==> src/rtl/control_fsm.sv <==
// Multi-cycle control sequencer: fetches into IR, steps FETCH/DECODE/EXEC/MEM/WB/HALT, drives ALU/memory enables.
// Optional retired-instruction counter is built only when CONTROL_INSTR_COUNT_EN is defined.
module control_fsm #(
   parameter logic [7:0] PC_RESET = 8'h00,
   parameter int         COUNT_W  = 16
) (
   input  logic               clk,
   input  logic               Clear,
   input  logic               Run,
   input  logic               Step,
   input  logic [7:0]         Instr,
   output logic [7:0]         PC,
   output logic [7:0]         IR,
   output logic [2:0]         state,
   output logic               ALUOp,
   output logic               RegWrite,
   output logic               MemRead,
   output logic               MemWrite,
   output logic               Halted,
   output logic [COUNT_W-1:0] InstrCount
);

   localparam logic [2:0] S_FETCH  = 3'd0;
   localparam logic [2:0] S_DECODE = 3'd1;
   localparam logic [2:0] S_EXEC   = 3'd2;
   localparam logic [2:0] S_MEM    = 3'd3;
   localparam logic [2:0] S_WB     = 3'd4;
   localparam logic [2:0] S_HALT   = 3'd5;

   localparam logic [1:0] OP_ADD = 2'b00;
   localparam logic [1:0] OP_LW  = 2'b01;
   localparam logic [1:0] OP_SW  = 2'b10;
   localparam logic [1:0] OP_JMP = 2'b11;

   localparam logic [7:0] HALT_INSTR = 8'hFF;

   logic [2:0] state_reg, state_next;
   logic [7:0] pc_reg, pc_next;
   logic [7:0] ir_reg, ir_next;
   logic       step_d_reg;
   logic       step_pulse;
   logic [1:0] op;
   logic [7:0] jmp_off;

   assign step_pulse = Step & ~step_d_reg;
   assign op         = ir_reg[7:6];
   assign jmp_off    = {{2{ir_reg[5]}}, ir_reg[5:0]};

   always_ff @(posedge clk) begin
      if (Clear) begin
         state_reg  <= S_FETCH;
         pc_reg     <= PC_RESET;
         ir_reg     <= 8'h00;
         step_d_reg <= 1'b0;
      end else begin
         state_reg  <= state_next;
         pc_reg     <= pc_next;
         ir_reg     <= ir_next;
         step_d_reg <= Step;
      end
   end

   always_comb begin
      state_next = state_reg;
      pc_next    = pc_reg;
      ir_next    = ir_reg;
      case (state_reg)
         S_FETCH: begin
            // Step edges seen outside FETCH are simply dropped, never queued.
            if (Run || step_pulse) begin
               ir_next    = Instr;
               pc_next    = pc_reg + 8'd1;
               state_next = S_DECODE;
            end
         end
         S_DECODE: state_next = (ir_reg == HALT_INSTR) ? S_HALT : S_EXEC;
         S_EXEC: begin
            case (op)
               OP_ADD:  state_next = S_WB;
               OP_LW:   state_next = S_MEM;
               OP_SW:   state_next = S_MEM;
               default: begin
                  pc_next    = pc_reg + jmp_off;
                  state_next = S_FETCH;
               end
            endcase
         end
         S_MEM:   state_next = (op == OP_LW) ? S_WB : S_FETCH;
         S_WB:    state_next = S_FETCH;
         S_HALT:  state_next = S_HALT;
         default: state_next = S_FETCH;
      endcase
   end

   always_comb begin
      ALUOp    = 1'b0;
      RegWrite = 1'b0;
      MemRead  = 1'b0;
      MemWrite = 1'b0;
      Halted   = 1'b0;
      case (state_reg)
         S_EXEC: ALUOp    = (op != OP_JMP);
         S_MEM: begin
            MemRead  = (op == OP_LW);
            MemWrite = (op == OP_SW);
         end
         S_WB:   RegWrite = (op == OP_ADD) || (op == OP_LW);
         S_HALT: Halted   = 1'b1;
         default: ;
      endcase
   end

   assign PC    = pc_reg;
   assign IR    = ir_reg;
   assign state = state_reg;

`ifdef CONTROL_INSTR_COUNT_EN
   logic               retire;
   logic [COUNT_W-1:0] count_reg;

   // Retire is the last cycle of each instruction: JMP in EXEC, SW in MEM, ADD/LW in WB.
   assign retire = ((state_reg == S_EXEC) && (op == OP_JMP)) ||
                   ((state_reg == S_MEM)  && (op == OP_SW))  ||
                    (state_reg == S_WB);

   always_ff @(posedge clk) begin
      if (Clear) begin
         count_reg <= '0;
      end else if (retire && (count_reg != '1)) begin
         count_reg <= count_reg + COUNT_W'(1);
      end
   end

   assign InstrCount = count_reg;
`else
   assign InstrCount = '0;
`endif

endmodule

==> config.mk <==
export PLATFORM = sky130hd
export DESIGN_NAME = control_fsm
export DESIGN_NICKNAME = d
export VERILOG_FILES = /design/src/rtl/control_fsm.sv
export SDC_FILE = /design/constraint.sdc
export NUM_CORES = 1
export LEC_CHECK = 0
export ABC_CLOCK_PERIOD_IN_PS = 5250
export CORE_ASPECT_RATIO = 0.9
export CORE_MARGIN = 8
export CORE_UTILIZATION = 47
export DETAILED_ROUTE_END_ITERATION = 12
export GPL_ROUTABILITY_DRIVEN = 1
export PLACE_DENSITY = 0.93
export SETUP_SLACK_MARGIN = 0.3
export SLEW_MARGIN = 10
export SYNTH_ARGS = -nofsm -noshare
export SYNTH_HDL_FRONTEND = slang
export SYNTH_SLANG_ARGS = --single-unit
==> constraint.sdc <==
create_clock -name clk -period 5.25 [get_ports clk]
set_input_delay 1.05 -clock clk [delete_from_list [all_inputs] [get_ports clk]]
set_output_delay 1.05 -clock clk [all_outputs]
set_load 0.02 [all_outputs]
Yosys cells after proc, flatten, opt, wreduce, memory -nomap -nowiden
Cells that the tools add are included.
- equal/unequal tests: 11
- add/subtract/negate cells: 2
- reduce and logical (&&, ||, !) cells: 9
- bitwise logic cells: 2
- muxes and demuxes: 13
- operator list (cell ; count):
    8-bit 2-to-1 mux ; 2
    8-bit one-hot mux with 2 select lines ; 1
    3-bit one-hot mux with 5 select lines ; 1
    3-bit 2-to-1 mux ; 3
    8-bit by 1-bit adder with 8-bit output (second input constant) ; 1
    8-bit adder ; 1
    8-bit equality test (second input constant) ; 1
    3-bit by 2-bit equality test with 1-bit output (second input constant) ; 2
    3-bit equality test (second input constant) ; 2
    2-bit != test (second input constant) ; 3
    3-bit one-hot mux with 2 select lines ; 1
    1-bit 2-to-1 mux ; 5
    3-bit by 1-bit equality test with 1-bit output (second input constant) ; 1
    3-bit zero test ; 1
    3-bit AND reduction ; 1
    3-bit OR reduction ; 1
    2-bit by 1-bit equality test with 1-bit output (second input constant) ; 1
    2-bit equality test (second input constant) ; 1
    2-bit zero test ; 1
    1-bit logical OR ; 2
    2-bit AND reduction ; 1
    2-bit nonzero test ; 1
    2-bit OR reduction ; 1
    1-bit bitwise AND ; 1
    1-bit NOT ; 1
- input port bits: 12
- output and inout port bits: 40
- flip-flop bits (word level): 20

Logic depth before layout (Yosys ltp)
- word-level depth: 5
- depth in mapped cells: 11
- mapped depth without buffers: 10

Least setup slack after synthesis
OpenSTA, ideal clock, no wires.
- path kind: register -> output
- start: register state_reg[2], in the netlist state[2]
- end: output port RegWrite
- stages on the path, launching flop included: 3
- slack: 2.656 ns
- data arrival time: 1.544 ns
- data required time: 4.200 ns
- cells stage by stage: dfxtp_1 clkbuf_1 nor4b_1
- longest elaborated chain between the ends: 2
- ends and longest elaborated chain (element ; line ; RTL):
    from (decl) ; 37 ; logic [2:0] state_reg, state_next;
    from (signal assigned) ; 56 ; state_reg <= state_next;
    3-bit equality test ; 101 ; case (state_reg)
    1-bit 2-to-1 mux ; 101 ;
    to (decl) ; 16 ; output logic RegWrite,
No other way between the ends.

Final worst setup path
- start: register state_reg[1], in the netlist state[1]
- end: output port ALUOp
- longest elaborated chain between the ends: 2
- ends and longest elaborated chain (element ; line ; RTL):
    3-bit by 2-bit equality test with 1-bit output ; 101 ;
    1-bit 2-to-1 mux ; 101 ;
    to (decl) ; 15 ; output logic ALUOp,
No other way between the ends.

==> impl_metrics.py <==
metrics = {
    "status": {
        "outcome": "complete, no violations",
    },
    "sta": {
        "grt_setup_unrepaired": "no",
        "setup_viol": 0,
        "slew_headroom_pct": 44.2,
        "tightestPinTransition_ps": 830,
        "min_period_over_period_pct": 60.0,
        "setup_tns_ps": 0,
        "hold_ws_ps": 507,
        "drv_slew": 0,
        "layout_min_cycle_time_ps": 3150,
        "clock_skew_ps": 2.56,
        "fmax_mhz": 317,
        "finalHoldViolations": 0,
    },
    "global_route": {
        "grt_pass1_vias": 1120,
        "grt.overflow.total": 0,
        "grt_first_pass_wirelength_microns": 4950,
        "groute.usage.overall_pct": 12.7,
        "grt_max_degree": 20,
        "antenna_found_initial": 0,
    },
    "floorplanning": {
        "num_io_pins": 52,
        "fp.coreArea_sq_um": 2770,
        "fp-row-count": 18,
        "die_w_microns": 73.1,
        "die-area_sq_um": 4930,
        "die_h_microns": 67.4,
        "initial_core_util_pct": 49.8,
    },
    "logic_synthesis": {
        "syn-cell-area_sq_um": 1380,
        "async_flop_share_pct": 0,
        "ys.flop_type": "dfxtp_1",
        "yosysWarnings": 0,
        "postSynthCellCount": 159,
        "ys_ff_latch": 20,
        "ys_seq_area_share_pct": 29.0,
        "syn_avg_cell_area_sq_um": 8.67,
        "synth-edff-count": 0,
        "yosysUniqueCellTypes": 46,
    },
    "setup_path": {
        "arrival_ps": 2100,
        "slowest_delay_ps": 630,
        "reg2regPathDepth": 10,
        "worstPathCellList": "nor3b_4 -> nor2b_1 -> clkdlybuf4s50_1",
        "cp-start-kind": "flip-flop",
        "worstPathMaxFanout": 13,
        "crit_type": "flip-flop to output port",
        "worst_ep_required_time_ps": 4200,
        "rrSetupSlack_ps": 2380,
        "slowest_stage": "clkdlybuf4s50_1",
        "endpoint_kind": "output port",
    },
    "layout": {
        "nets": 217,
        "final.fill_count": 263,
        "final_cell_mix": "35 x clkdlybuf4s50_1, 23 x nor2_1, 20 x dfxtp_1, 16 x conb_1, 13 x mux2i_1",
        "layout_commonest_cell": "clkdlybuf4s50_1",
        "diodes": 0,
        "syn2layout_area_growth_pct": 25.1,
        "drive_gt1_share_pct": 5.73,
    },
    "clocking": {
        "insertion_delay_ps": 300,
        "cts_buffers": 3,
        "root_buffer": "clkbuf_4",
        "path_clk_slew_ps": 110,
        "clock_path_buffers": 2,
        "ctsResizeCount": 0,
        "cts_setup_buffers": 0,
        "cts_max_level": 1,
        "cts_sinks": 20,
        "cts_tree": "built",
        "ctsHoldBuffers": 0,
    },
    "routing": {
        "vias": 1128,
        "drt-initial-drc-count": 32,
        "wl_per_cell_microns": 12.9,
        "firstDrtPassIters": 4,
        "wl_microns": 2990,
        "drtAntennaViolNets": 0,
        "viasPerCell": 4.86,
        "drc": 0,
    },
    "power": {
        "vdd_drop_max_uv": 193,
        "power.density_nw_per_um2": 256,
        "p_leak_nw": 0.745,
    },
    "worst_hold_path": {
        "worst_hold_path_type": "flip-flop to flip-flop",
        "hold_depth": 2,
    },
    "placed_design": {
        "hpwl_microns": 2380,
        "routabilityCongestion": 0.928,
        "port_buffers": 35,
    },
    "job": {
        "drv_cap": 0,
    },
}
[cells by family (layout without fill, tap and decap cells)]
family | after synthesis | after routing | synth area share, %
multiplexers | 14 | 14 | 10.3
XOR/XNOR | 3 | 3 | 1.91
buffers and inverters | 31 | 49 | 13.3
flip-flops | 20 | 20 | 29.0
AO/OA/AOI/OAI | 18 | 18 | 8.89
other | 1 | 16 | 0.272
adder cells (fa/ha/maj) | 12 | 12 | 11.4
AND/OR/NAND/NOR | 60 | 60 | 24.9
[cell type report]
type	count	area (sq um)	share of cell area (%)
clock buffer	4	36.3	2.10
inverter	10	37.5	2.18
multi-input combinational	123	851	49.3
sequential	20	400	23.2
tap	40	50.0	2.90
timing repair buffer	35	350	20.3
[power breakdown]
part           switching, mW  internal [mW]
Sequential            0.0215          0.167
Combinational         0.0868         0.0744
Clock                 0.0490         0.0423
[final timing paths]
| kind | from | endpoint |
|---|---|---|
| hold / removal | PC[7] | PC[7] |
| hold reg to reg | PC[7] | PC[7] |
| setup / recovery | state[1] | ALUOp |
| setup reg to reg | state[1] | PC[6] |
[cells in the mapped netlist, types with 2 or more instances]
cell | instances | area [sq um]
clkbuf_1 | 4 | 15.0
and2_1 | 3 | 18.8
nor2_1 | 23 | 86.3
xor2_1 | 2 | 17.5
nor3_1 | 4 | 20.0
nand2b_1 | 2 | 12.5
o21ai_0 | 3 | 15.0
ha_1 | 11 | 138
and3_1 | 3 | 18.8
buf_4 | 16 | 120
nand3_1 | 3 | 15.0
dfxtp_1 | 20 | 400
mux2i_1 | 13 | 130
nand2_1 | 2 | 7.51
a21oi_1 | 4 | 20.0
inv_1 | 10 | 37.5
nor2b_1 | 7 | 43.8
[critical path, delay by kind of cell, from the launching register on]
| kind | cells | cell delay, ps |
|---|---|---|
| buffers and inverters | 1 | 630 |
| flip-flops | 1 | 560 |
| AND/OR/NAND/NOR | 2 | 600 |
[metal layers]
metal,GRT usage [%],part of all wire (%),up-vias
met5,0,0,-
met4,5.49,1.1,0
met3,5.18,9.4,6
met2,21.3,44,48
met1,13.9,45,501
li1,-,-,573
[stage by stage]
stage          instances  util [%]  area [sq um]  total power [mW]  setup WS, ps
4_1_cts              232      62.3          1730             0.445          2100
3_5_place_dp         228      61.0          1690             0.354          2200
2_1_floorplan        174         -          1440             0.308          2660
3_3_place_gp         228      61.0          1690             0.349          2300
5_1_grt              232      62.3          1730             0.469          1960
6_report             232      62.3          1730             0.441          2100
No activity file was read; power rests on OpenSTA's default activity.
